$ cat src/rtl/mc_ctrl.sv
// ============================================================================
//  Module   : mc_ctrl
//  Purpose  : Multi-cycle MIPS32 main controller (FETCH/DECODE/EXEC/MEM/WB).
//  Revision : 1.0
// ============================================================================
`default_nettype none

module mc_ctrl #(
    parameter int MEM_WAIT = 0,
    parameter int CNT_W    = 4
) (
    input  logic       clk,
    input  logic       reset,
    input  logic [5:0] opcode,
    input  logic [5:0] funct,
    output logic       pc_we,
    output logic [2:0] npc_slc,
    output logic       ir_we,
    output logic       reg_we,
    output logic [1:0] regdst,
    output logic       alusrc,
    output logic [2:0] alu_op,
    output logic       ext_op,
    output logic       mem_we,
    output logic [1:0] wd_sel,
    output logic [2:0] state
);

    typedef enum logic [2:0] {
        S_FETCH  = 3'd0,
        S_DECODE = 3'd1,
        S_EXEC   = 3'd2,
        S_MEM    = 3'd3,
        S_WB     = 3'd4
    } state_t;

    localparam logic [5:0] c_OP_SPECIAL = 6'h00;
    localparam logic [5:0] c_OP_ORI     = 6'h0D;
    localparam logic [5:0] c_OP_LW      = 6'h23;
    localparam logic [5:0] c_OP_SW      = 6'h2B;
    localparam logic [5:0] c_OP_BEQ     = 6'h04;
    localparam logic [5:0] c_OP_LUI     = 6'h0F;
    localparam logic [5:0] c_OP_J       = 6'h02;
    localparam logic [5:0] c_OP_JAL     = 6'h03;
    localparam logic [5:0] c_FN_ADDU    = 6'h21;
    localparam logic [5:0] c_FN_SUBU    = 6'h23;
    localparam logic [5:0] c_FN_JR      = 6'h08;

    localparam logic [2:0] c_NPC_PC4  = 3'b000;
    localparam logic [2:0] c_NPC_BEQ  = 3'b001;
    localparam logic [2:0] c_NPC_J    = 3'b010;
    localparam logic [2:0] c_NPC_JAL  = 3'b011;
    localparam logic [2:0] c_NPC_JR   = 3'b100;

    localparam logic [CNT_W-1:0] c_MEM_LAST = CNT_W'(MEM_WAIT);

    state_t           r_state;
    state_t           w_next;
    logic [CNT_W-1:0] r_cnt;

    logic w_addu, w_subu, w_jr, w_ori, w_lw, w_sw, w_beq, w_lui, w_j, w_jal;
    logic w_exec_class, w_mem_last;
    logic       w_alusrc;
    logic [2:0] w_alu_op;
    logic       w_ext_op;

    assign w_addu = (opcode == c_OP_SPECIAL) && (funct == c_FN_ADDU);
    assign w_subu = (opcode == c_OP_SPECIAL) && (funct == c_FN_SUBU);
    assign w_jr   = (opcode == c_OP_SPECIAL) && (funct == c_FN_JR);
    assign w_ori  = (opcode == c_OP_ORI);
    assign w_lw   = (opcode == c_OP_LW);
    assign w_sw   = (opcode == c_OP_SW);
    assign w_beq  = (opcode == c_OP_BEQ);
    assign w_lui  = (opcode == c_OP_LUI);
    assign w_j    = (opcode == c_OP_J);
    assign w_jal  = (opcode == c_OP_JAL);

    assign w_exec_class = w_addu | w_subu | w_ori | w_lui | w_lw | w_sw | w_beq;
    assign w_mem_last   = (r_cnt == c_MEM_LAST);
    assign state        = r_state;

    // One ALU control set per instruction, reused in EXEC, MEM and WB so
    // operands stay stable across the whole datapath walk.
    always_comb begin
        w_alusrc = 1'b0;
        w_alu_op = 3'b000;
        w_ext_op = 1'b0;
        if (w_subu) begin
            w_alu_op = 3'b001;
        end else if (w_ori) begin
            w_alusrc = 1'b1;
            w_alu_op = 3'b010;
        end else if (w_lui) begin
            w_alusrc = 1'b1;
            w_alu_op = 3'b011;
        end else if (w_lw || w_sw) begin
            w_alusrc = 1'b1;
            w_ext_op = 1'b1;
        end else if (w_beq) begin
            w_alu_op = 3'b001;
            w_ext_op = 1'b1;
        end
    end

    always_comb begin
        w_next  = r_state;
        pc_we   = 1'b0;
        npc_slc = c_NPC_PC4;
        ir_we   = 1'b0;
        reg_we  = 1'b0;
        regdst  = 2'b00;
        alusrc  = 1'b0;
        alu_op  = 3'b000;
        ext_op  = 1'b0;
        mem_we  = 1'b0;
        wd_sel  = 2'b00;
        case (r_state)
            S_FETCH: begin
                ir_we  = 1'b1;
                w_next = S_DECODE;
            end
            S_DECODE: begin
                if (w_exec_class) begin
                    w_next = S_EXEC;
                end else begin
                    pc_we  = 1'b1;
                    w_next = S_FETCH;
                    if (w_j) begin
                        npc_slc = c_NPC_J;
                    end else if (w_jal) begin
                        npc_slc = c_NPC_JAL;
                        reg_we  = 1'b1;
                        regdst  = 2'b10;
                        wd_sel  = 2'b10;
                    end else if (w_jr) begin
                        npc_slc = c_NPC_JR;
                    end
                end
            end
            S_EXEC: begin
                alusrc = w_alusrc;
                alu_op = w_alu_op;
                ext_op = w_ext_op;
                if (w_lw || w_sw) begin
                    w_next = S_MEM;
                end else if (w_addu || w_subu || w_ori || w_lui) begin
                    w_next = S_WB;
                end else begin
                    // beq resolves here; anything else can only arrive via a
                    // corrupted IR and is retired as pc+4.
                    pc_we   = 1'b1;
                    npc_slc = w_beq ? c_NPC_BEQ : c_NPC_PC4;
                    w_next  = S_FETCH;
                end
            end
            S_MEM: begin
                alusrc = w_alusrc;
                alu_op = w_alu_op;
                ext_op = w_ext_op;
                mem_we = w_sw && (r_cnt == '0);
                if (w_mem_last) begin
                    if (w_sw) begin
                        pc_we  = 1'b1;
                        w_next = S_FETCH;
                    end else begin
                        w_next = S_WB;
                    end
                end
            end
            S_WB: begin
                alusrc = w_alusrc;
                alu_op = w_alu_op;
                ext_op = w_ext_op;
                reg_we = 1'b1;
                pc_we  = 1'b1;
                regdst = (w_addu || w_subu) ? 2'b01 : 2'b00;
                wd_sel = w_lw ? 2'b01 : 2'b00;
                w_next = S_FETCH;
            end
            default: w_next = S_FETCH;
        endcase
        if (reset) begin
            pc_we  = 1'b0;
            ir_we  = 1'b0;
            reg_we = 1'b0;
            mem_we = 1'b0;
        end
    end

    always_ff @(posedge clk) begin
        if (reset) begin
            r_state <= S_FETCH;
            r_cnt   <= '0;
        end else begin
            r_state <= w_next;
            r_cnt   <= (r_state == S_MEM && w_next == S_MEM) ? r_cnt + 1'b1 : '0;
        end
    end

endmodule

`default_nettype wire

$ cat config.mk
export PLATFORM = sky130hd
export DESIGN_NAME = mc_ctrl
export DESIGN_NICKNAME = d
export VERILOG_FILES = /design/src/rtl/mc_ctrl.sv
export SDC_FILE = /design/constraint.sdc
export NUM_CORES = 1
export LEC_CHECK = 0
export CORE_AREA = 2 2 46 48
export DETAILED_ROUTE_END_ITERATION = 8
export DIE_AREA = 0 0 48 50
export GPL_TIMING_DRIVEN = 0
export PLACE_DENSITY = 0.73
export REMOVE_ABC_BUFFERS = 1
export SLEW_MARGIN = 30
export SYNTH_ARGS = -nofsm -noshare
export SYNTH_HDL_FRONTEND = slang
export SYNTH_SLANG_ARGS = --single-unit
$ cat constraint.sdc
create_clock -name clk -period 1.6 [get_ports clk]
set_input_delay 0.32 -clock clk [delete_from_list [all_inputs] [get_ports clk]]
set_output_delay 0.32 -clock clk [all_outputs]
set_load 0.05 [all_outputs]
==> flow_summary.yaml, run 1 <==
sta:
  max_freq_ghz: 0.491
  period_share_pct: 127
  fin_crit_ns: 2.04
  setup_ws_ns: -0.435
  slew_violations: 0
  hold_viol: 0
  skew_ns: 0.00673
  tns_ns: -3.73
  setup_viol: 14
  rsz0062_at_grt: "yes"
grt:
  track_usage_pct: 19.2
  grt_pass1_wl_mm: 3.42
  grt_overflow_total: 0
  grt_max_degree: 10
  antenna_found_initial: 0
  grt_pass1_vias: 835
power:
  leakage_uw: 0.000524
  max-vdd-ir-drop_uv: 263
  powerDensity_nw_per_um2: 404
routing:
  totalWireLength_mm: 2.23
  ant_nets: 0
  avgRoutedWirePerCell_microns: 13.5
  drc_errors: 0
  drt-initial-drc-count: 13
  dr.pass1.iters: 4
  vias_per_cell: 5.05
  vias: 833
yosys:
  synthAdderAreaFrac_pct: 3.88
  syn_area_sq_um: 646
  synth-seq-area-share_pct: 21.7
  syn_inst: 87
  synth_area_leaders: "dfxtp_1 22%, nor2_1 5.8%, nor3_1 4.7%"
  ys_ff_latch: 7
  synth_compound_area_share_pct: 18.8
  synthSimpleGateAreaFrac_pct: 45.7
  synth_top_family_by_area: "simple AND/OR/NAND/NOR gates"
  synth-xor-area-share_pct: 2.71
  synth_edf_count: 0
  async_flop_share_pct: 0
  synth_area_leader_cell: "dfxtp_1"
  yosysWarnings: 0
  avgSynthCellArea_sq_um: 7.42
  synth.area.mux_share_pct: 0
  synth_flop_cell: "dfxtp_1"
  ys_types: 37
  synth_top_area_share_pct: 21.7
clock_tree:
  cts_buffers: 3
  insertion_delay_ns: 0.25
  htreeDepth: 1
  clk_pin_slew_worst_paths_ns: 0.06
  cts.path.max_buffers: 2
  root_buffer: "clkbuf_4"
  cts_tree: "built"
  cts_sinks: 7
die:
  core_area_sq_um: 1900
  die_area_sq_um: 2400
  rows: 16
  dieWidth_microns: 48
  die_y_microns: 50
  io_pins: 33
  initial_core_util_pct: 33.9
worst_setup_path:
  crit_path_end_kind: "output port"
  crit_required_ns: 1.28
  path_delay_family: "simple AND/OR/NAND/NOR gates"
  path_cells: "inv_2 > ha_2 > nor3b_4 > nor3b_4 > nand3_2 > a31oi_1 > buf_4"
  start_kind: "flop"
  critPathSlowestCell: "dfxtp_2"
  crit_type: "flop to output port"
  path_common_cell: "nor3b_4"
  worst-path-max-fanout: 2
  crit_buf_inv: 2
  crit_arrival_ns: 1.72
  cp_slowest_stage_delay_ns: 0.32
layout:
  antenna_cells: 0
  nets: 155
  final_common_cell: "buf_4"
  area_growth_pct: 92.2
  mostFrequentLayoutCells: "29 x buf_4, 7 x nor2_1, 7 x buf_6"
  stdcell_count: 165
  drive_gt1_share_pct: 60.1
placement:
  globalplace.congestion: 0.858
  dpl.hpwl_mm: 1.38
  dp_cells: 142
  io_buffers: 31
status:
  status: "finished, violations left"
  violations: "negative setup slack"
hold_path:
  min_path_type: "flop to flop"
run:
  maxCapViolCount: 0
[worst reg2reg max path, cell delays in order, from the launching register on]
cell and delay [ns]:
dfxtp_2 0.33, inv_2 0.03, ha_2 0.16, nor3b_4 0.15, buf_4 0.13, or4_1 0.48, nor2_1 0.14
[where the power goes]
group	internal, uW	total [uW]	switching [uW]	leakage, uW
Clock	95.1	158	63.4	0.0000150
Sequential	175	179	3.37	0.0000596
Combinational	68.4	164	95.4	0.000449
Total	339	501	162	0.000524
[kinds of logic (layout without fill, tap and decap cells)]
logic type / count (synthesis) / count (layout)
AND/OR/NAND/NOR: 48 / 48
AO/OA/AOI/OAI: 18 / 18
buffers and inverters: 9 / 60
flip-flops: 7 / 7
adder cells (fa/ha/maj): 2 / 2
XOR/XNOR: 2 / 2
other: 1 / 1
[synthesized netlist by cell type, types with 2 or more instances]
cell type  number
a21oi_1         5
nor3b_1         3
ha_1            2
a31oi_1         2
nor3_1          6
and2_1          2
o21ai_0         3
dfxtp_1         7
nor2_1         10
nor2b_1         2
inv_1           6
nand3_1         5
o21ba_2         2
nand2_1         8
buf_4           2
[path summary, 6_finish.rpt]
kind	from	end	slack, ns	cells after the start
min	r_cnt[0]$_SDFF_PP0_	r_cnt[0]$_SDFF_PP0_	0.52	2
min reg2reg	r_cnt[0]$_SDFF_PP0_	r_cnt[0]$_SDFF_PP0_	0.52	2
max	r_cnt[0]$_SDFF_PP0_	pc_we	-0.44	7
max reg2reg	r_cnt[0]$_SDFF_PP0_	r_cnt[3]$_SDFF_PP0_	0.12	6
[sequential cells by signal, summed over array words and instances (netlist names)]
name and flops:
state 3, r_cnt 4
[cell type report]
class	count	area, sq um
clock buffers	4	26.3
well taps	27	33.8
fillers	171	661
flip-flops and latches	7	151
multi-input cells	71	589
repair buffers	50	418
inverters	6	22.5
[repair_timing]
| item | CTS | global route |
|---|---|---|
| pin swaps | 10 | 10 |
| setup buffers | 11 | 8 |
| endpoints found under the setup margin | 21 | 16 |
| hold buffers | 0 | 0 |
| gates resized for setup | 173 | 17 |
[routing by layer]
metal / vias up / routed length [microns] / track usage, % / part of all wire (%)
met4: 0 / 48 / 9.91 / 2.2
met1: 379 / 927 / 23.1 / 42
li1: 409 / - / - / -
met2: 39 / 1140 / 31.6 / 51
met5: - / 0 / 0 / 0
met3: 6 / 112 / 2.20 / 5.0
[per-stage QoR]
step / utilization, % / setup WS, ns / total power (uW) / hold WS (ns) / area [sq um]
2_1_floorplan: - / -1.02 / 252 / 0.382 / 626
3_3_place_gp: 51.0 / -1.48 / 317 / 0.442 / 970
3_5_place_dp: 51.0 / -1.45 / 319 / 0.446 / 970
4_1_cts: 60.1 / -0.425 / 495 / 0.499 / 1140
5_1_grt: 65.3 / -0.526 / 528 / 0.538 / 1240
6_report: 65.3 / -0.435 / 501 / 0.518 / 1240
(Power assumes the default switching activity.)
==> inputs of run 2 (changes only) <==
CTS_BUF_LIST = sky130_fd_sc_hd__clkbuf_8   (was default)
==> run 2 against run 1 <==
  * The flow still finishes with violations (negative setup slack)
  * Clock skew decreased by 0.0052 ns
  * Sequential power barely moved
  * Combinational power about the same
  * Clock-buffer cell count is 1 lower
  * First-iteration DRC count is the same
  * Utilization up 0.86 points
  * Wire length shrank 1.9%
  * Critical endpoint unchanged
  * Cell count down 1.8%
  * Maximum frequency rose by 2.8%
==> flow_summary.yaml, run 2 (synthesis gave the netlist of run 1 again) <==
layout:
  drive_gt1_share_pct: 60.7
  final_common_cell: "buf_4"
  stdcell_area_sq_um: 1260
  top_register: "r_cnt"
  stdcell_count: 162
  largest_reg_flops: 4
  mostFrequentLayoutCells: "21 x buf_4, 9 x buf_6, 7 x nor2_1, 7 x dlygate4sd2_1, 6 x nand2_1"
  nets: 152
  area_growth_pct: 94.8
  nFillCells: 167
  antenna_cells: 0
die:
  io_pins: 33
  initial_core_util_pct: 33.9
  die_area_sq_um: 2400
  rows: 16
  die_y_microns: 50
  core_area_sq_um: 1900
  dieWidth_microns: 48
power:
  powerDensity_nw_per_um2: 462
  fin_total_pwr_uw: 581
  leakage_uw: 0.000524
  max-vdd-ir-drop_uv: 382
routing:
  totalWireLength_mm: 2.19
  dr.pass1.iters: 4
  drt-initial-drc-count: 13
  ant_nets: 0
  vias: 820
  drc_errors: 0
  vias_per_cell: 5.06
  avgRoutedWirePerCell_microns: 13.5
worst_setup_path:
  r2r_cells: 6
  start_kind: "flop"
  crit_arrival_ns: 1.66
  crit_path_end_kind: "output port"
  crit_type: "flop to output port"
  worst-path-max-fanout: 2
  crit_required_ns: 1.28
sta:
  fin_crit_ns: 1.98
  holdWs_ns: 0.510
  skew_ns: 0.00150
  setup_ws_ns: -0.379
  rsz0062_at_grt: "yes"
  max_freq_ghz: 0.505
  hold_viol: 0
  tns_ns: -3.48
  setup_viol: 14
  period_share_pct: 124
  slew_violations: 0
status:
  status: "finished, violations left"
  violations: "negative setup slack"
grt:
  track_usage_pct: 18.6
  grt_pass1_wl_mm: 3.33
  grt_pass1_vias: 823
  grt_overflow_total: 0
  antenna_found_initial: 0
  grt_max_degree: 10
clock_tree:
  insertion_delay_ns: 0.22
  cts_buffers: 3
  cts_tree: "built"
  cts_sinks: 7
  cts.path.max_buffers: 2
  htreeDepth: 1
  clk_pin_slew_worst_paths_ns: 0.04
  root_buffer: "clkbuf_8"
hold_path:
  hold_depth: 2
  min_path_type: "flop to flop"
placement:
  dp_cells: 142
  io_buffers: 31
  placed_area_sq_um: 970
  dpl.hpwl_mm: 1.38
  globalplace.congestion: 0.858
run:
  maxCapViolCount: 0
## run 2: timing repair
action,in CTS,in global routing
setup endpoints to repair,21,15
pin swaps,11,10
buffers inserted,11,5
gates cloned,0,0
hold buffers,0,0
gates resized for setup,175,19
## run 2: metrics by stage
step,utilization [%],setup slack (ns)
after floorplan,-,-1.02
after global placement,51.0,-1.48
after detailed placement,51.0,-1.45
after CTS,61.0,-0.394
after global routing,66.1,-0.473
final,66.1,-0.379
## run 2: routing by layer
metal | share of wire (%) | GRT usage (%)
met2 | 52 | 31.3
met1 | 42 | 22.2
met5 | 0 | 0
met3 | 4.9 | 2.56
met4 | 1.0 | 8.11
## run 2: area by class of cell
type                       count  area, sq um  area share [%]
multi-input combinational     71          604            48.1
clock buffer                   3         41.3            3.28
tap                           27         33.8            2.69
sequential                     7          151            12.0
clock inverter                 1         3.75           0.299
timing repair buffer          47          400            31.8
inverter                       6         22.5            1.79
## run 2: worst max-delay path, stage by stage, from the launching register on
cell,delay (ns)
dfxtp_2,0.31
inv_2,0.04
ha_2,0.15
nor3b_4,0.19
nor3b_4,0.24
nand3_2,0.12
a31oi_2,0.19
buf_6,0.19
## run 2: worst paths after layout
check                                    startpoint             endpoint  slack [ns]
worst max-delay path            r_cnt[0]$_SDFF_PP0_                pc_we       -0.38
worst min-delay path            r_cnt[0]$_SDFF_PP0_  r_cnt[0]$_SDFF_PP0_        0.51
worst max register to register  r_cnt[0]$_SDFF_PP0_  r_cnt[3]$_SDFF_PP0_        0.09
worst min register to register  r_cnt[0]$_SDFF_PP0_  r_cnt[0]$_SDFF_PP0_        0.51
## run 2: power by group
group          internal [uW]  total, uW  switching, uW
combinational           67.9        164           95.6
clock                    166        238           72.8
sequential               176        179           3.43
